$ cat config.mk
export PLATFORM = sky130hd
export DESIGN_NAME = time_keeper
export DESIGN_NICKNAME = d
export VERILOG_FILES = /design/src/rtl/clock_pkg.sv /design/src/rtl/button_debounce.sv /design/src/rtl/time_keeper.sv
export SDC_FILE = /design/constraint.sdc
export NUM_CORES = 1
export LEC_CHECK = 0
export CAP_MARGIN = 20
export CORE_UTILIZATION = 34
export DETAILED_ROUTE_END_ITERATION = 10
export MAX_ROUTING_LAYER = met4
export REMOVE_ABC_BUFFERS = 1
export SLEW_MARGIN = 0
export SYNTH_ARGS = -nofsm -noshare
export SYNTH_HDL_FRONTEND = slang
export SYNTH_SLANG_ARGS = --single-unit
$ cat constraint.sdc
create_clock -name clk100khz -period 1.9 [get_ports clk100khz]
set_input_delay 0.285 -clock clk100khz [delete_from_list [all_inputs] [get_ports clk100khz]]
set_output_delay 0.285 -clock clk100khz [all_outputs]
set_load 0.01 [all_outputs]
$ cat src/rtl/clock_pkg.sv
`default_nettype none
// ============================================================================
// Module      : clock_pkg
// Description : Shared types and digit indices for the digital clock core
//               and the downstream LED scan/blink stage.
// Revision    : 1.0 - initial release
// ============================================================================
package clock_pkg;

    // Edit mode; the encoding is driven straight out as mode_flag
    typedef enum logic [1:0] {
        RUN      = 2'd0,
        SET_SEC  = 2'd1,
        SET_MIN  = 2'd2,
        SET_HOUR = 2'd3
    } mode_t;

    typedef logic [3:0] bcd_t;

    // Positions of each BCD digit in the digits[] array
    localparam int H_T = 0;
    localparam int H_U = 1;
    localparam int M_T = 2;
    localparam int M_U = 3;
    localparam int S_T = 4;
    localparam int S_U = 5;

    // Mode sequence on each mode press: RUN -> SET_HOUR -> SET_MIN -> SET_SEC -> RUN
    function automatic mode_t next_mode(input mode_t m);
        mode_t n;
        case (m)
            RUN:      n = SET_HOUR;
            SET_HOUR: n = SET_MIN;
            SET_MIN:  n = SET_SEC;
            default:  n = RUN;
        endcase
        return n;
    endfunction

endpackage
`default_nettype wire

$ cat src/rtl/button_debounce.sv
`default_nettype none
// ============================================================================
// Module      : button_debounce
// Description : Two-flop synchroniser, stability-counter debounce and a
//               one-cycle press pulse on the debounced rising edge.
// Revision    : 1.0 - initial release
// ============================================================================
module button_debounce #(
    parameter int DEBOUNCE_CYCLES = 2000
) (
    input  logic clk100khz,
    input  logic rst,
    input  logic btn_raw,
    output logic press
);

    localparam int                 c_CNT_W    = $clog2(DEBOUNCE_CYCLES + 1);
    localparam logic [c_CNT_W-1:0] c_CNT_LAST = c_CNT_W'(DEBOUNCE_CYCLES - 1);

    logic               r_sync1;
    logic               r_sync2;
    logic               r_level;
    logic               r_level_q;
    logic               r_press;
    logic [c_CNT_W-1:0] r_cnt;

    // Bring the asynchronous button into the clock domain
    always_ff @(posedge clk100khz) begin
        if (rst) begin
            r_sync1 <= 1'b0;
            r_sync2 <= 1'b0;
        end else begin
            r_sync1 <= btn_raw;
            r_sync2 <= r_sync1;
        end
    end

    // Accept a new level only after DEBOUNCE_CYCLES consecutive differing samples
    always_ff @(posedge clk100khz) begin
        if (rst) begin
            r_cnt   <= '0;
            r_level <= 1'b0;
        end else if (r_sync2 != r_level) begin
            if (r_cnt == c_CNT_LAST) begin
                r_level <= r_sync2;
                r_cnt   <= '0;
            end else begin
                r_cnt <= r_cnt + c_CNT_W'(1);
            end
        end else begin
            r_cnt <= '0;
        end
    end

    // Registered one-cycle pulse on the debounced 0->1 transition; release is silent
    always_ff @(posedge clk100khz) begin
        if (rst) begin
            r_level_q <= 1'b0;
            r_press   <= 1'b0;
        end else begin
            r_level_q <= r_level;
            r_press   <= r_level & ~r_level_q;
        end
    end

    assign press = r_press;

endmodule
`default_nettype wire

$ cat src/rtl/time_keeper.sv
`default_nettype none
// ============================================================================
// Module      : time_keeper
// Description : 24 h HH:MM:SS BCD timekeeper with 1 Hz prescaler and a
//               two-button (mode / increment) time-setting interface.
// Revision    : 1.0 - initial release
// ============================================================================
module time_keeper
    import clock_pkg::*;
#(
    parameter int CLK_HZ          = 100000,
    parameter int DEBOUNCE_CYCLES = 2000
) (
    input  logic       clk100khz,
    input  logic       rst,
    input  logic       btn_mode,
    input  logic       btn_inc,
    output bcd_t       digits [6],
    output logic [1:0] mode_flag,
    output logic       sec_tick
);

    localparam int                 c_PRE_W    = (CLK_HZ > 1) ? $clog2(CLK_HZ) : 1;
    localparam logic [c_PRE_W-1:0] c_PRE_LAST = c_PRE_W'(CLK_HZ - 1);

    mode_t              r_mode;
    logic [c_PRE_W-1:0] r_presc;
    logic               r_sec_tick;
    bcd_t               r_digits [6];

    logic               w_mode_press;
    logic               w_inc_press;
    logic [8:0]         w_sec_inc;
    logic [8:0]         w_min_inc;
    logic [8:0]         w_hr_inc;

    // Two-digit field increment: returns {tens, units, carry}; carry marks the wrap to 00
    function automatic logic [8:0] bcd_inc(input bcd_t tens, input bcd_t units,
                                           input bcd_t max_tens, input bcd_t max_units);
        logic [8:0] r;
        if (tens == max_tens && units == max_units) begin
            r = {4'd0, 4'd0, 1'b1};
        end else if (units == 4'd9) begin
            r = {tens + 4'd1, 4'd0, 1'b0};
        end else begin
            r = {tens, units + 4'd1, 1'b0};
        end
        return r;
    endfunction

    button_debounce #(.DEBOUNCE_CYCLES(DEBOUNCE_CYCLES)) u_db_mode (
        .clk100khz (clk100khz),
        .rst       (rst),
        .btn_raw   (btn_mode),
        .press     (w_mode_press)
    );

    button_debounce #(.DEBOUNCE_CYCLES(DEBOUNCE_CYCLES)) u_db_inc (
        .clk100khz (clk100khz),
        .rst       (rst),
        .btn_raw   (btn_inc),
        .press     (w_inc_press)
    );

    // Incremented value of each field, shared by the RUN cascade and the SET edits
    always_comb begin
        w_sec_inc = bcd_inc(r_digits[S_T], r_digits[S_U], 4'd5, 4'd9);
        w_min_inc = bcd_inc(r_digits[M_T], r_digits[M_U], 4'd5, 4'd9);
        w_hr_inc  = bcd_inc(r_digits[H_T], r_digits[H_U], 4'd2, 4'd3);
    end

    // Mode FSM, prescaler, seconds cascade and field editing
    always_ff @(posedge clk100khz) begin
        if (rst) begin
            r_mode     <= RUN;
            r_presc    <= '0;
            r_sec_tick <= 1'b0;
            for (int i = 0; i < 6; i++) begin
                r_digits[i] <= '0;
            end
        end else begin
            r_sec_tick <= 1'b0;
            if (w_mode_press) begin
                // A mode change takes the whole cycle: inc is dropped and the
                // prescaler restarts so RUN always begins a full second away
                r_mode  <= next_mode(r_mode);
                r_presc <= '0;
            end else begin
                case (r_mode)
                    RUN: begin
                        if (r_presc == c_PRE_LAST) begin
                            r_presc    <= '0;
                            r_sec_tick <= 1'b1;
                            {r_digits[S_T], r_digits[S_U]} <= w_sec_inc[8:1];
                            if (w_sec_inc[0]) begin
                                {r_digits[M_T], r_digits[M_U]} <= w_min_inc[8:1];
                                if (w_min_inc[0]) begin
                                    // carry out of hours means 23 -> 00
                                    r_digits[H_T] <= w_hr_inc[0] ? 4'd0 : w_hr_inc[8:5];
                                    r_digits[H_U] <= w_hr_inc[4:1];
                                end
                            end
                        end else begin
                            r_presc <= r_presc + c_PRE_W'(1);
                        end
                    end
                    SET_SEC: begin
                        r_presc <= '0;
                        if (w_inc_press) begin
                            {r_digits[S_T], r_digits[S_U]} <= w_sec_inc[8:1];
                        end
                    end
                    SET_MIN: begin
                        r_presc <= '0;
                        if (w_inc_press) begin
                            {r_digits[M_T], r_digits[M_U]} <= w_min_inc[8:1];
                        end
                    end
                    default: begin
                        r_presc <= '0;
                        if (w_inc_press) begin
                            r_digits[H_T] <= w_hr_inc[0] ? 4'd0 : w_hr_inc[8:5];
                            r_digits[H_U] <= w_hr_inc[4:1];
                        end
                    end
                endcase
            end
        end
    end

    assign digits    = r_digits;
    assign mode_flag = r_mode;
    assign sec_tick  = r_sec_tick;

endmodule
`default_nettype wire
==> results of run 1 <==
==> what timing repair did <==
action,CTS,global route
pin swaps,8,10
resized for setup,8,41
endpoints found under the hold margin,0,0
setup endpoints to repair,12,38
gates cloned,1,0
buffers inserted,1,1
==> metrics by stage <==
step                setup slack (ns)  TNS [ns]  hold WS [ns]  power (W)
floorplan                     -0.241    -0.556         0.354    0.00167
global placement             -0.0282   -0.0837         0.373    0.00172
detailed placement            -0.117    -0.512         0.373    0.00172
CTS                         -0.00474  -0.00859         0.385    0.00326
global route                  -0.123     -2.62         0.396    0.00334
finish                       -0.0362    -0.197         0.384    0.00323
==> worst max-delay path: cells and delay by family, from the launching register on <==
family / cells / cell delay (ns)
mux: 1 / 0.31
compound gates: 1 / 0.11
flops: 1 / 0.34
simple gates: 3 / 1.06
==> sequential cells by signal, indices dropped and copies added, names as in the netlist <==
name                 flops
u_db_inc.press           1
u_db_inc.r_cnt          11
u_db_mode.r_sync1        1
u_db_inc.r_sync1         1
u_db_mode.r_cnt         11
u_db_inc.r_level_q       1
u_db_mode.press          1
mode_flag                2
u_db_mode.r_sync2        1
digits                  24
u_db_inc.r_level         1
u_db_mode.r_level        1
sec_tick                 1
u_db_inc.r_sync2         1
r_presc                 17
u_db_mode.r_level_q      1
==> area by class of cell <==
| type | count | area [sq um] | area share [%] |
|---|---|---|---|
| multi-input cells | 296 | 2090 | 43.1 |
| flip-flops and latches | 76 | 1530 | 31.5 |
| repair buffers | 87 | 766 | 15.8 |
| well taps | 133 | 166 | 3.44 |
| clock buffers | 11 | 141 | 2.92 |
| clock inverters | 5 | 108 | 2.22 |
| inverters | 13 | 48.8 | 1.01 |
==> layout by cell type, fill, tap and decap left out, types with 4 or more instances in the layout <==
cell,synthesis,final
nor3_1,8,7
a21o_1,3,4
ha_1,16,11
ha_2,0,4
nor2_1,60,60
xor2_1,15,15
mux2i_1,4,4
o31ai_1,7,6
xnor2_1,20,20
nor2b_1,16,16
o21ai_0,8,8
clkbuf_8,0,10
dfxtp_1,76,73
or3_1,7,7
or4_4,0,8
and3_1,10,10
a21oi_1,13,5
inv_1,13,11
buf_4,0,54
nand3_1,21,20
nand2_1,21,20
nand4_1,11,11
a21oi_2,1,8
clkdlybuf4s50_1,0,30
o311ai_1,0,4
==> path summary, 6_finish.rpt <==
check	slack [ns]	to	startpoint	cells past startpoint
worst min-delay path	0.38	u_db_inc.press	u_db_inc.r_level_q	1
worst max register to register	-0.04	digits[15]	r_presc[8]	5
worst min register to register	0.38	u_db_inc.press	u_db_inc.r_level_q	1
worst max-delay path	-0.04	digits[15]	r_presc[8]	5
==> power groups by stage <==
stage | clock network (W) | registers, W | logic [W]
floorplan | 0 | 0.00165 | 0.0000271
global placement | 0 | 0.00165 | 0.0000730
CTS | 0.00157 | 0.00161 | 0.0000749
global route | 0.00165 | 0.00161 | 0.0000866
detailed placement | 0 | 0.00165 | 0.0000744
finish | 0.00154 | 0.00161 | 0.0000774
==> cells by family (layout without fill, tap and decap cells) <==
| logic type | count (synthesis) | count (layout) |
|---|---|---|
| adders and majority gates | 16 | 16 |
| and+or+nand+nor | 186 | 186 |
| buffers and inverters | 28 | 116 |
| muxes | 7 | 7 |
| DFF | 76 | 76 |
| xor gates and xnor gates | 35 | 35 |
| AOI/OAI and AO/OA | 51 | 52 |
==> layer usage <==
metal | wire length [microns] | GRT usage [%] | up-vias
li1 | - | - | 1577
met1 | 3870 | 20.5 | 1479
met2 | 3870 | 24.9 | 48
met3 | 268 | 4.01 | 12
met4 | 118 | 5.92 | 0
met5 | 0 | - | -
==> run metrics, run 1 <==
outcome=complete, but fails checks; failing checks=setup timing; Tcrit/Tclk final=102%; Switch Pwr=0.000675 W; synthesized instance count=399; post-synthesis sequential area ratio=42.8%; die area=0.0109 sq mm; post-synthesis instance area=0.00356 sq mm; final setup violation count=19; starting utilization of the core area=35.7%; P_leak=1.83 nW; Num CTS Buffers=9; f_max=516 MHz; cells along the critical path=nor4_4 -> nor3b_4 -> a21oi_4 -> or4_4 -> mux2_4; peak supply drop=398 uV; ANT nets after route=0; top cell type's share of synthesized area=42.8%; WL final=8120 microns; Pre-antenna DRT Iters=4; syn avg cell area=8.92 sq um; Compound-Gate Fraction of Synth Area=9.99%; drt wl/cell=13.1 microns; nets=503; FF+latch count, synth=76; num rows=36; max-cap viol count=0; hold_buf cts=0; clk root buf=clkbuf_8; RSZ-0062 raised after global routing=true; Die Y=104 microns; first-pass GRT wire length=13900 microns; DRC Markers=0; largest net degree at the start of global routing=30; CTS clk-pin slew, worst paths=0.08 ns; Critical Path Slowest Stage Cell=or4_4; IO buf count=30; Reg power frac=49.8%; Worst-Margin Slew=0.708 ns; Int Pwr=0.00255 W; Adder-Cell Fraction of Synth Area=5.63%; H-tree depth=3; clk sinks=76; maximum root-to-sink buffer count=2; sw frac=20.9%; EDFF count, synth=0; vias in the first global route=3004; primary flip-flop cell chosen by synthesis mapping=dfxtp_1; Rel. slew slack=51.5%; main combinational cell family by area after synthesis=simple AND/OR/NAND/NOR gates; crit path kind=flip-flop to flip-flop; CP Capture Type=flip-flop; final core occ=48.6%; global route total overflow=0; Worst Hold Class=flip-flop to flip-flop; combinational fraction of design power=2.4%; mux cell area share after synthesis=2.07%; Die W=104 microns; Clk pwr share=47.8%; CP Data Required Time=2.15 ns; Placed Area=0.00440 sq mm; setup slack after layout=-0.0362 ns; fill cell count=950; Slew Limit Fails=0; Synth-to-Final Area Change=36.0%; Power Density=667 mW/mm^2; Synth Area in Simple Gates=27.8%; fin crit period=1.94 ns; largest area contributor in the netlist=dfxtp_1; CP arrival=2.18 ns; Worst path max stage delay=0.49 ns; share of cells above drive strength 1=23.6%; Max Clock Skew=0.0118 ns; RePlAce Congestion=0.808; xor and xnor area share after synthesis=8.61%; vias=3116; GR Util All Layers=16.2%; crit-path max FO=4; Starting DRT DRC Count=101; fin area=0.00484 sq mm; initial antenna violation count=0; dpl cells=602; count leader, synth=dfxtp_1; asr flop ratio synth=0%; area of the core=0.00995 sq mm; crit start category=flip-flop; clock latency on the worst-skew pair=0.36 ns; non-filler cells, final=621; antenna cells=0; CTS tree=built; I/O pins=31; synth unique cells=50; Synth top cells by count=76 x dfxtp_1, 60 x nor2_1, 21 x nand2_1, 21 x nand3_1, 20 x xnor2_1; Ys Warns=0; HPWL after DPL=5630 microns; Vias/cell=5.02; endpoints failing hold=0; Synth area leaders=dfxtp_1 43%, nor2_1 6.3%, ha_1 5.6%, xnor2_1 4.9%, xor2_1 3.7%
Power figures use the tool's default switching activity.
==> run 2: changes to the inputs <==
--- a/config.mk
+++ b/config.mk
@@ -6,11 +6,12 @@
 export NUM_CORES = 1
 export LEC_CHECK = 0
 export CAP_MARGIN = 20
-export CORE_UTILIZATION = 34
+export CORE_UTILIZATION = 52
 export DETAILED_ROUTE_END_ITERATION = 10
 export MAX_ROUTING_LAYER = met4
+export PLACE_DENSITY = 0.76
 export REMOVE_ABC_BUFFERS = 1
-export SLEW_MARGIN = 0
+export SLEW_MARGIN = 20
 export SYNTH_ARGS = -nofsm -noshare
 export SYNTH_HDL_FRONTEND = slang
 export SYNTH_SLANG_ARGS = --single-unit
==> run metrics, run 2 (synthesized netlist as in run 1, its figures left out) <==
outcome=complete, but fails checks; share of cells above drive strength 1=22.3% (-1.3 points); vias=3144 (+0.90%); sw frac=23.5% (+2.6 points); Rel. slew slack=62.8% (+11 points); Clk pwr share=39.9% (-7.9 points); max-cap viol count=0 (unchanged); Largest register FFs=24 (unchanged); I/O pins=31 (unchanged); DRC Markers=1 (+1); crit path kind=flip-flop to flip-flop; H-tree depth=3 (unchanged); Critical Path Slowest Stage Cell=a21oi_1; Crit path depth=7 (+2); Worst Setup SP=mode_flag[1]; largest net degree at the start of global routing=32 (+6.7%); Die Y=84.7 microns (-19%); Synth-to-Final Area Change=31.9%; area of the core=0.00649 sq mm (-35%); die area=0.00718 sq mm (-34%); peak supply drop=420 uV (+5.4%); Slew Limit Fails=0 (unchanged); CP arrival=2.30 ns (+0.12 ns); Buf+Inv Stages, Crit Path=1 (+1); kind of cell adding the most delay to the critical path=compound AO/OA/AOI/OAI gates; vias in the first global route=3065 (+2.0%); most common cell after layout, fill and taps aside=dfxtp_1; endpoints failing hold=0 (unchanged); worst r2r dst=digits[19]; maximum root-to-sink buffer count=2 (unchanged); starting utilization of the core area=54.8% (+19 points); Vias/cell=5.60 (+12%); Switch Pwr=0.000659 W (-2.4%); Starting DRT DRC Count=120 (+19%); CP Capture Type=flip-flop; antenna cells=0 (unchanged); cells along the critical path=inv_1 -> ha_4 -> and4b_1 -> nand4_1 -> a21oi_1 -> a41oi_1 -> o22ai_1; IO buf count=30 (unchanged); commonest non-fill, non-tap cells in the layout=73 x dfxtp_1, 60 x nor2_1, 49 x buf_4; CTS tree=built; Placed Area=0.00431 sq mm (-2.0%); CTS clk-pin slew, worst paths=0.08 ns (about the same); ANT nets after route=0 (unchanged); num rows=29 (-19%); final setup violation count=9 (-10); crit start category=flip-flop; Critical Path Sink=digits[19]; Reg power frac=57.3% (+7.5 points); Max Clock Skew=0.00816 ns (-0.00360 ns); fin area=0.00469 sq mm (-3.1%); CP Data Required Time=2.17 ns (+0.02 ns); global route total overflow=0 (unchanged); Setup TNS=-0.599 ns (-0.402 ns); Int Pwr=0.00214 W (-16%); Setup Slack @ Placement=-0.110 ns (+0.00706 ns); clock latency on the worst-skew pair=0.35 ns (about the same); Worst Hold Class=flip-flop to flip-flop; P_leak=1.77 nW (-3.0%); f_max=492 MHz (-4.7%); Min Hold Slack=0.389 ns (+0.00486 ns); nets=499 (-0.80%); first-pass GRT wire length=13600 microns (-2.7%); failing checks=DRC, setup timing; HPWL after DPL=5440 microns (-3.3%); Worst-Margin Slew=0.547 ns (-0.161 ns); initial antenna violation count=0 (unchanged); RePlAce Congestion=0.861 (+6.6%); clk sinks=76 (unchanged); combinational fraction of design power=2.8% (+0.4 points); drt wl/cell=14.8 microns (+13%); GR Util All Layers=24.0% (+7.8 points); crit-path max FO=7 (+3); Num CTS Buffers=9 (unchanged); r2r setup slk=-0.13 ns (-0.10 ns); fin crit period=2.03 ns (+0.0964 ns); reg2reg path depth=7 (+2); Power Density=597 mW/mm^2 (-10%); Pre-antenna DRT Iters=7 (+3); setup slack after layout=-0.133 ns (-0.0964 ns); hold_buf cts=0 (unchanged); Die W=84.7 microns (-19%); RSZ-0062 raised after global routing=true; RR Startpoint=mode_flag[1]; Worst path max stage delay=0.49 ns (about the same); clk root buf=clkbuf_8; Tcrit/Tclk final=107% (+5.1 points); WL final=8320 microns (+2.4%)
run 2: worst min path at each step:
stage,slack [ns],to,start,depth (start not counted)
final,0.39,u_db_inc.press,u_db_inc.r_level_q,1
after CTS,0.39,u_db_inc.press,u_db_inc.r_level_q,1
after floorplan,0.35,digits[0],rst,1
after global placement,0.38,u_db_mode.press,u_db_mode.r_level_q,1
after global routing,0.42,u_db_inc.press,u_db_inc.r_level_q,1
after detailed placement,0.38,u_db_mode.press,u_db_mode.r_level_q,1
run 2: final cells by class:
| type | count | area (sq um) |
|---|---|---|
| multi-input combinational | 295 | 2080 |
| fill | 481 | 1800 |
| sequential | 76 | 1530 |
| timing repair buffer | 84 | 764 |
| clock buffer | 10 | 138 |
| tap | 77 | 96.3 |
| inverter | 13 | 48.8 |
| clock inverter | 6 | 38.8 |
run 2: power groups by stage:
stage | sequential (W) | combinational (W) | clock, W
after global placement | 0.00164 | 0.0000727 | 0
final | 0.00161 | 0.0000773 | 0.00112
after global routing | 0.00161 | 0.0000838 | 0.00122
after CTS | 0.00161 | 0.0000747 | 0.00114
after detailed placement | 0.00165 | 0.0000735 | 0
after floorplan | 0.00165 | 0.0000271 | 0
run 2: metrics by stage:
stage                     power [W]  std cells  util, %
final                       0.00280        561     72.2
after detailed placement    0.00172        542     66.4
after global placement      0.00172        542     66.4
after floorplan             0.00167        384        -
after CTS                   0.00283        558     70.0
after global routing        0.00292        561     72.2
run 2: metal layers:
| layer | wire (microns) | vias up | global-route usage, % |
|---|---|---|---|
| met5 | 0 | - | - |
| met4 | 151 | 0 | 7.55 |
| met3 | 375 | 18 | 4.92 |
| met2 | 3970 | 76 | 38.2 |
| met1 | 3820 | 1484 | 30.7 |
| li1 | - | 1566 | - |
run 2: timing repair:
action	in CTS	in global routing
gates cloned	0	1
buffers inserted	0	2
setup endpoints to repair	7	32
pin swaps	5	7
gates resized for setup	13	29
==> run 3: changes to the inputs <==
--- a/config.mk
+++ b/config.mk
@@ -6,10 +6,9 @@
 export NUM_CORES = 1
 export LEC_CHECK = 0
 export CAP_MARGIN = 20
-export CORE_UTILIZATION = 52
+export CORE_UTILIZATION = 55
 export DETAILED_ROUTE_END_ITERATION = 10
-export MAX_ROUTING_LAYER = met4
-export PLACE_DENSITY = 0.76
+export PLACE_DENSITY = 0.77
 export REMOVE_ABC_BUFFERS = 1
 export SLEW_MARGIN = 20
 export SYNTH_ARGS = -nofsm -noshare
==> constraint.sdc (replaced) <==
create_clock -name clk100khz -period 2.6 [get_ports clk100khz]
set_input_delay 0.39 -clock clk100khz [delete_from_list [all_inputs] [get_ports clk100khz]]
set_output_delay 0.39 -clock clk100khz [all_outputs]
set_load 0.01 [all_outputs]
==> run metrics, run 3 (synthesized netlist as in run 1, its figures left out) <==
outcome=completed; Tcrit/Tclk final=82.7% (-24 points); vias in the first global route=2568 (-16%); num rows=28 (-3.4%); H-tree depth=3 (unchanged); reg2reg path depth=7 (unchanged); Int Pwr=0.00163 W (-24%); clk sinks=76 (unchanged); peak supply drop=344 uV (-18%); ANT nets after route=0 (unchanged); CTS clk-pin slew, worst paths=0.08 ns (about the same); combinational fraction of design power=2.0% (-0.8 points); share of cells above drive strength 1=5.56% (-17 points); CP arrival=2.44 ns (+0.14 ns); clk root buf=clkbuf_8; CP Data Required Time=2.89 ns (+0.72 ns); Num CTS Buffers=9 (unchanged); GR Util All Layers=22.3% (-1.7 points); first-pass GRT wire length=11300 microns (-16%); max-cap viol count=0 (unchanged); RePlAce Congestion=0.847 (-1.6%); crit path kind=flip-flop to flip-flop; Setup TNS=0 ns (+0.599 ns); Pre-antenna DRT Iters=4 (-3); RSZ-0062 raised after global routing=false; Worst Hold Class=flip-flop to flip-flop; Reg power frac=56.1% (-1.2 points); Worst path max stage delay=0.50 ns (about the same); maximum root-to-sink buffer count=2 (unchanged); vias=2835 (-9.8%); Max Clock Skew=0.00864 ns (+0.000483 ns); IO buf count=30 (unchanged); CTS tree=built; Critical Path Sink=digits[18]; hold_buf cts=0 (unchanged); sw frac=22.1% (-1.4 points); final core occ=67.4% (-4.8 points); fin crit period=2.15 ns (+0.118 ns); Rel. slew slack=54.4% (-8.4 points); Clk pwr share=42.0% (+2.1 points); Die Y=82.4 microns (-2.7%); Worst-Margin Slew=0.665 ns (+0.118 ns); Largest register FFs=24 (unchanged); global route total overflow=0 (unchanged); initial antenna violation count=0 (unchanged); die area=0.00680 sq mm (-5.3%); Synth-to-Final Area Change=15.5%; worst r2r dst=digits[18]; Starting DRT DRC Count=154 (+28%); area of the core=0.00610 sq mm (-6.1%); endpoints failing hold=0 (unchanged); I/O pins=31 (unchanged); antenna cells=0 (unchanged); Switch Pwr=0.000464 W (-30%); Vias/cell=5.59 (-0.22%); Critical Path Slowest Stage Cell=or4_1; Power Density=510 mW/mm^2 (-15%); crit-path max FO=11 (+4); cells along the critical path=inv_1 -> ha_1 -> and4b_1 -> nand4_1 -> a21o_1 -> or4_1 -> a21oi_1; nets=447 (-10%); post-cts resize count=0 (-13); CP Capture Type=flip-flop; most common cell after layout, fill and taps aside=dfxtp_1; crit start category=flip-flop; starting utilization of the core area=58.4% (+3.6 points); post-CTS setup buffers=0 (unchanged); WL final=6870 microns (-17%); Worst Setup SP=mode_flag[0]; f_max=465 MHz (-5.5%); RR Startpoint=mode_flag[0]; largest net degree at the start of global routing=38 (+19%); commonest non-fill, non-tap cells in the layout=76 x dfxtp_1, 60 x nor2_1, 30 x clkdlybuf4s50_1; DRC Markers=0 (-1); r2r setup slk=0.45 ns (+0.58 ns); final setup violation count=0 (-9); clock latency on the worst-skew pair=0.35 ns (about the same); P_leak=1.44 nW (-19%); HPWL after DPL=4730 microns (-13%); Die W=82.4 microns (-2.7%); Slew Limit Fails=0 (unchanged); drt wl/cell=13.5 microns (-8.7%)
==> run 3: cell count changes in the layout (fill, tap and decap cells not counted), moves of 3 or more <==
cell,change
o31ai_1,+3
a21oi_1,+5
dfxtp_1,+3
a21oi_2,-4
or4_4,-8
o311ai_1,-3
clkinv_2,-3
or4_1,+8
ha_1,+3
o311ai_0,+4
buf_4,-48
dfxtp_2,-3
==> run 3: stage by stage <==
| stage | total power (W) | instance area, sq um | worst slack (ns) | hold slack, ns | std cells |
|---|---|---|---|---|---|
| after detailed placement | 0.00125 | 3920 | 0.460 | 0.377 | 491 |
| after CTS | 0.00212 | 4110 | 0.443 | 0.382 | 507 |
| after floorplan | 0.00122 | 3500 | 0.459 | 0.367 | 384 |
| after global placement | 0.00124 | 3920 | 0.521 | 0.374 | 491 |
| final | 0.00210 | 4110 | 0.449 | 0.380 | 507 |
| after global routing | 0.00218 | 4110 | 0.247 | 0.400 | 507 |
==> run 3: power groups by stage <==
stage / registers (W) / logic [W] / clock network [W]
finish: 0.00118 / 0.0000416 / 0.000880
global route: 0.00118 / 0.0000471 / 0.000955
CTS: 0.00118 / 0.0000423 / 0.000898
detailed placement: 0.00120 / 0.0000416 / 0
global placement: 0.00120 / 0.0000409 / 0
floorplan: 0.00120 / 0.0000198 / 0
==> run 3: layout make-up <==
| cell class | count | area, sq um |
|---|---|---|
| Timing Repair Buffer | 32 | 328 |
| Clock buffer | 11 | 131 |
| Fill cell | 505 | 1980 |
| Multi-Input combinational cell | 295 | 1930 |
| Inverter | 13 | 48.8 |
| Clock inverter | 5 | 62.6 |
| Tap cell | 75 | 93.8 |
| Sequential cell | 76 | 1520 |
==> run 3: worst min-delay path by stage <==
stage | startpoint | to | slack (ns) | cells after the start
after floorplan | u_db_inc.r_level_q | u_db_inc.press | 0.37 | 1
after global placement | u_db_inc.r_level_q | u_db_inc.press | 0.37 | 1
after detailed placement | u_db_mode.r_level_q | u_db_mode.press | 0.38 | 1
after CTS | u_db_mode.r_level_q | u_db_mode.press | 0.38 | 1
after global routing | u_db_mode.r_level_q | u_db_mode.press | 0.40 | 1
final | u_db_mode.r_level_q | u_db_mode.press | 0.38 | 1
==> run 3: metal layers <==
| metal | routed length [microns] | global-route usage (%) | vias up | part of all wire [%] |
|---|---|---|---|---|
| li1 | - | - | 1466 | - |
| met1 | 3270 | 26.9 | 1311 | 48 |
| met2 | 3230 | 36.3 | 50 | 47 |
| met3 | 292 | 8.13 | 8 | 4.3 |
| met4 | 78 | 7.89 | 0 | 1.1 |
| met5 | 0 | 0 | - | 0 |
==> run 3: worst max-delay path, delay by kind of cell (launching register included) <==
| kind | cells | cell delay [ns] |
|---|---|---|
| simple gates | 3 | 0.88 |
| buf+inv | 1 | 0.09 |
| fa+ha+maj | 1 | 0.33 |
| compound gates | 2 | 0.46 |
| flops | 1 | 0.34 |
